File: src/rtl/quadrilatero_pkg.sv
// Shared types and sizes for the quadrilatero matrix coprocessor.
// Memory-port width and the arbiter state encoding live here.
package quadrilatero_pkg;

  localparam int unsigned BUS_WIDTH = 128;

  typedef enum logic [1:0] {
    IDLE,
    WAIT_GNT,
    WAIT_RVALID
  } arb_state_e;

endpackage

File: src/rtl/quadrilatero_rr_picker.sv
// Combinational round-robin picker: first set request at or
// after ptr_i, wrapping modulo N_REQ (need not be a power of two).
module quadrilatero_rr_picker #(
  parameter int unsigned N_REQ = 2
) (
  input  logic [N_REQ-1:0]         req_i,
  input  logic [$clog2(N_REQ)-1:0] ptr_i,
  output logic                     valid_o,
  output logic [$clog2(N_REQ)-1:0] idx_o
);

  localparam int unsigned IW = $clog2(N_REQ);

  logic [IW:0] pos;

  always_comb begin
    valid_o = 1'b0;
    idx_o   = '0;
    pos     = '0;
    for (int unsigned i = 0; i < N_REQ; i++) begin
      pos = {1'b0, ptr_i} + (IW+1)'(i);
      if (pos >= (IW+1)'(N_REQ)) begin
        pos = pos - (IW+1)'(N_REQ);
      end
      if (!valid_o && req_i[pos[IW-1:0]]) begin
        valid_o = 1'b1;
        idx_o   = pos[IW-1:0];
      end
    end
  end

endmodule

File: src/rtl/quadrilatero_mem_arbiter.sv
// Round-robin arbiter sharing the single-outstanding bridge port
// between N_REQ requesters, with a response watchdog.
module quadrilatero_mem_arbiter #(
  parameter int unsigned N_REQ          = 2,
  parameter int unsigned BUS_WIDTH      = quadrilatero_pkg::BUS_WIDTH,
  parameter int unsigned TIMEOUT_CYCLES = 1024
) (
  input  logic                         clk_i,
  input  logic                         rst_ni,
  input  logic [N_REQ-1:0]             req_i,
  input  logic [N_REQ-1:0]             we_i,
  input  logic [N_REQ*BUS_WIDTH/8-1:0] be_i,
  input  logic [N_REQ*32-1:0]          addr_i,
  input  logic [N_REQ*BUS_WIDTH-1:0]   wdata_i,
  output logic [N_REQ-1:0]             gnt_o,
  output logic [N_REQ-1:0]             rvalid_o,
  output logic [BUS_WIDTH-1:0]         rdata_o,
  output logic                         mem_req_o,
  output logic                         mem_we_o,
  output logic [BUS_WIDTH/8-1:0]       mem_be_o,
  output logic [31:0]                  mem_addr_o,
  output logic [BUS_WIDTH-1:0]         mem_wdata_o,
  input  logic                         mem_gnt_i,
  input  logic                         mem_rvalid_i,
  input  logic [BUS_WIDTH-1:0]         mem_rdata_i,
  output logic                         busy_o,
  output logic                         err_o
);

  import quadrilatero_pkg::*;

  localparam int unsigned IW  = $clog2(N_REQ);
  localparam int unsigned BEW = BUS_WIDTH / 8;
  localparam int unsigned CW  =
    (TIMEOUT_CYCLES > 0) ? $clog2(TIMEOUT_CYCLES + 1) : 1;
  localparam logic [CW-1:0] CNT_LIM =
    (TIMEOUT_CYCLES > 0) ? CW'(TIMEOUT_CYCLES - 1) : '0;
  localparam logic [CW-1:0]    CNT_MAX = '1;
  localparam logic [IW-1:0]    LAST    = IW'(N_REQ - 1);
  localparam logic [N_REQ-1:0] ONE     = {{(N_REQ-1){1'b0}}, 1'b1};

  arb_state_e    state;
  logic [IW-1:0] rr_ptr;
  logic [IW-1:0] owner;
  logic [IW-1:0] pick_idx;
  logic [IW-1:0] sel;
  logic          pick_valid;
  logic [CW-1:0] cnt;
  logic          issue;
  logic          grant;
  logic          resp;

  quadrilatero_rr_picker #(
    .N_REQ (N_REQ)
  ) u_picker (
    .req_i   (req_i),
    .ptr_i   (rr_ptr),
    .valid_o (pick_valid),
    .idx_o   (pick_idx)
  );

  // Arbitration only moves in IDLE; afterwards the owner is locked.
  always_comb begin
    sel   = owner;
    issue = 1'b0;
    unique case (state)
      IDLE: begin
        sel   = pick_idx;
        issue = pick_valid;
      end
      WAIT_GNT: issue = req_i[owner];
      default:  issue = 1'b0;
    endcase
    issue = issue & rst_ni;
  end

  assign grant = issue & mem_gnt_i;
  assign resp  = rst_ni & mem_rvalid_i & (state == WAIT_RVALID);

  assign mem_req_o   = issue;
  assign mem_we_o    = issue & we_i[sel];
  assign mem_be_o    = issue ? be_i[sel*BEW +: BEW] : '0;
  assign mem_addr_o  = issue ? addr_i[sel*32 +: 32] : '0;
  assign mem_wdata_o = issue ? wdata_i[sel*BUS_WIDTH +: BUS_WIDTH] : '0;

  assign gnt_o    = grant ? (ONE << sel) : '0;
  assign rvalid_o = resp ? (ONE << owner) : '0;
  assign rdata_o  = resp ? mem_rdata_i : '0;
  assign busy_o   = (state != IDLE);

  always_ff @(posedge clk_i) begin
    if (!rst_ni) begin
      state  <= IDLE;
      rr_ptr <= '0;
      owner  <= '0;
      cnt    <= '0;
      err_o  <= 1'b0;
    end else begin
      unique case (state)
        IDLE: begin
          if (pick_valid) begin
            owner <= pick_idx;
            state <= mem_gnt_i ? WAIT_RVALID : WAIT_GNT;
          end
        end
        WAIT_GNT: begin
          if (grant) state <= WAIT_RVALID;
        end
        WAIT_RVALID: begin
          if (mem_rvalid_i) begin
            rr_ptr <= (owner == LAST) ? '0 : owner + 1'b1;
            cnt    <= '0;
            state  <= IDLE;
          end else begin
            if (cnt != CNT_MAX) cnt <= cnt + 1'b1;
            if (TIMEOUT_CYCLES != 0 && cnt >= CNT_LIM) err_o <= 1'b1;
          end
        end
        default: state <= IDLE;
      endcase
    end
  end

  a_hold_req: assert property (
    @(posedge clk_i) disable iff (!rst_ni)
    (state == WAIT_GNT) |-> req_i[owner]
  );

  a_stray_rvalid: assert property (
    @(posedge clk_i) disable iff (!rst_ni)
    mem_rvalid_i |-> (state == WAIT_RVALID)
  );

endmodule
File: config.mk
export PLATFORM = sky130hd
export DESIGN_NAME = quadrilatero_mem_arbiter
export DESIGN_NICKNAME = d
export VERILOG_FILES = /design/src/rtl/quadrilatero_pkg.sv /design/src/rtl/quadrilatero_rr_picker.sv /design/src/rtl/quadrilatero_mem_arbiter.sv
export SDC_FILE = /design/constraint.sdc
export NUM_CORES = 1
export LEC_CHECK = 0
export ABC_AREA = 1
export CAP_MARGIN = 10
export CORE_AREA = 3 3 314 316
export DETAILED_ROUTE_END_ITERATION = 7
export DIE_AREA = 0 0 317 319
export MAX_ROUTING_LAYER = met4
export PLACE_DENSITY = 0.3
export SLEW_MARGIN = 15
export SYNTH_ARGS = -nofsm -noshare
export SYNTH_HDL_FRONTEND = slang
export SYNTH_HIERARCHICAL = 1
export SYNTH_SLANG_ARGS = --single-unit
export TNS_END_PERCENT = 1
File: constraint.sdc
create_clock -name clk_i -period 2.1 [get_ports clk_i]
set_input_delay 0.42 -clock clk_i [delete_from_list [all_inputs] [get_ports clk_i]]
set_output_delay 0.42 -clock clk_i [all_outputs]
set_load 0.05 [all_outputs]
==> results.toml <==
[sta]
totalNegativeSetupSlack_ps = -44890
post-route-period-util_pct = 116
fmax_mhz = 410
whs_ps = 465
slew_violations = 0
fin_crit_ps = 2440
report.final.hold_viol_count = 0
setup_violations = 237
fin_ws_ps = -339
fin_skew_ps = 2.55
tightest_slew_ps = 396
rsz0062_at_grt = "yes"
maxSlewHeadroom_pct = 73.6

[worst_setup_path]
crit_type = "reg2out"
worst-path-buf-inv = 7
crit_required_ps = 1680
path_delay_family = "buffers and inverters"
start_kind = "flip-flop"
critPathMaxFanout = 7
crit_top_cell = "buf_12"
reg2reg_slack_ps = 310
cp_slowest_cell = "dfxtp_2"
cp-end-kind = "primary output"
slowest_delay_ps = 340
crit_arrival_ps = 2020
crit_chain = "nor2_4 > inv_4 > o21ai_4 > buf_12 > buf_12 > buf_12 > buf_16 > buf_8 > nand2_2 > a21oi_2 > buf_12"

[clock_tree]
clkTransAtPathRegs_ps = 60
insertion_delay_ps = 250
cts_max_level = 1
max-clock-path-buffers = 2
cts_tree = "done"
clkSinkCount = 16
cts_buffers = 3
holdBufCountCts = 0
cts_root_buffer = "clkbuf_16"

[cells_and_area]
syn_to_final_growth_pct = 364
drive_gt1_share_pct = 43.9
fin_nets = 2421
fin_util_pct = 21.9
fin_area_mm2 = 0.0211

[logic_synthesis]
synthesis.nets = 1513
syn_inst = 1024
ys_ff_latch = 16
synth_top_area_share_pct = 33.9
synth_seq_area_share_pct = 7.05
synthArstFlopShare_pct = 0
yosys-top-cells-count = "nand2_1 (410), a21oi_1 (187), nor2_1 (155)"
synth_most_common_cell = "nand2_1"
synth-main-ff-cell = "dfxtp_1"
avgSynthCellArea_um2 = 4.44
ys_top_cells_by_area = "nand2_1 (34%), a21oi_1 (21%), nor2_1 (13%), inv_1 (12%), dfxtp_1 (7.1%)"
syn-cell-area_mm2 = 0.00454
synth_warnings = 6
synth_area_leader_cell = "nand2_1"
synth-edff-count = 0
yosysUniqueCellTypes = 21

[floorplanning]
rows = 114
initial_utilization_pct = 4.72
fp.coreArea_mm2 = 0.0963
die_w_um = 317
dieArea_mm2 = 0.101
ios = 800
die_h_um = 319

[global_routing]
grt_pass1_vias = 11063
grt_max_degree = 58
antenna_found_initial = 13
grt_pass1_wl_um = 88200
track_usage_pct = 12.6
grt-ovfl-total = 0

[detailed_routing]
first_iter_violations = 295
viasPerCell = 3.18
wire_per_inst_um = 20.5
drt_pre_antenna_iters = 5
ant_nets = 0
drc = 0
vias = 10226
drt_wl_total_um = 65900

[placement]
place_area_mm2 = 0.0182
place_congestion = 0.841
port-buffer-count = 799
hpwl_um = 57000

[outcome]
status = "complete, but fails checks"
violations = "setup timing"

[pwr]
finalPower_mw = 11.3
p_leak_nw = 8.40
ir_drop_mv = 0.248
cellPowerDensity_mw_per_mm2 = 538

[hold_path]
hp-class = "reg2reg"

[run]
max-cap-violations = 0
cells in the final DEF (no fill, tap or decap), types with 7 or more instances in the layout:
cell type        netlist  layout
a21oi_1              187      11
a21oi_2                0     107
a21oi_4                0      69
buf_12                 0     343
buf_16                 0      15
buf_4                  4      86
buf_6                 10      35
clkdlybuf4s50_1        0     483
dfxtp_1               16      12
diode_2                0       9
inv_1                148     142
nand2_1              410     336
nand2_2                0      50
nand2_4                0      23
nand3_1               14      12
nor2_1               155      72
nor2_2                 0      80
o21ai_0                7       7
worst register-to-register path, cell delays in order, from the launching register on:
cell,delay [ps]
dfxtp_1,380
ha_1,200
nand2_1,120
nor2_1,240
nand4_1,270
nand2_1,290
nand2_1,90
a21oi_1,140
sequential cells by signal, summed over array words and instances, names as in the netlist:
register,cells
cnt,11
err_o,1
owner,1
rr_ptr,1
state,2
stage by stage:
step,setup slack [ps],instances
after global placement,-1240,3162
after floorplan,-418,1024
final,-339,3216
after global routing,-428,3214
after detailed placement,-1270,3162
after CTS,-399,3200
area by class of cell:
class,count,area (um2)
diodes,9,22.5
clock buffers,4,88.8
fillers,10585,75200
inverters,150,592
multi-input cells,784,4990
flip-flops and latches,16,325
well taps,1276,1600
repair buffers,977,13400
routing by layer:
metal / vias up / GRT usage (%) / wire length (um)
li1: 4915 / - / -
met3: 26 / 2.63 / 4640
met1: 4791 / 14.3 / 26200
met4: 0 / 0.945 / 467
met5: - / - / 0
met2: 494 / 23.5 / 34600
what timing repair did:
item	CTS	global route
gates resized for setup	340	199
setup endpoints to repair	312	310
pin swaps	94	63
buffers inserted	19	7
gates cloned	16	2
power breakdown:
part	total, mW	leakage (nW)	switching [mW]	internal [mW]
sequential	0.330	0.131	0.0114	0.319
combinational	10.6	8.23	5.50	5.07
clock	0.430	0.0442	0.140	0.290
cell families (layout without fill, tap and decap cells):
| family | Yosys count | after routing | synth area share [%] |
|---|---|---|---|
| and+or+nand+nor | 586 | 586 | 49.2 |
| buffers and inverters | 224 | 1131 | 21.4 |
| AOI/OAI and AO/OA | 197 | 197 | 22.1 |
| DFF | 16 | 16 | 7.05 |
| adders and majority gates | 1 | 1 | 0.275 |
| other | 0 | 9 | 0 |
worst paths after layout:
path | cells after the start | start | endpoint
setup reg to reg | 7 | cnt[1] | cnt[3]
hold / removal | 2 | err_o | err_o
setup / recovery | 11 | state[0] | mem_addr_o[31]
hold reg to reg | 2 | err_o | err_o
Power figures use the tool's default switching activity.
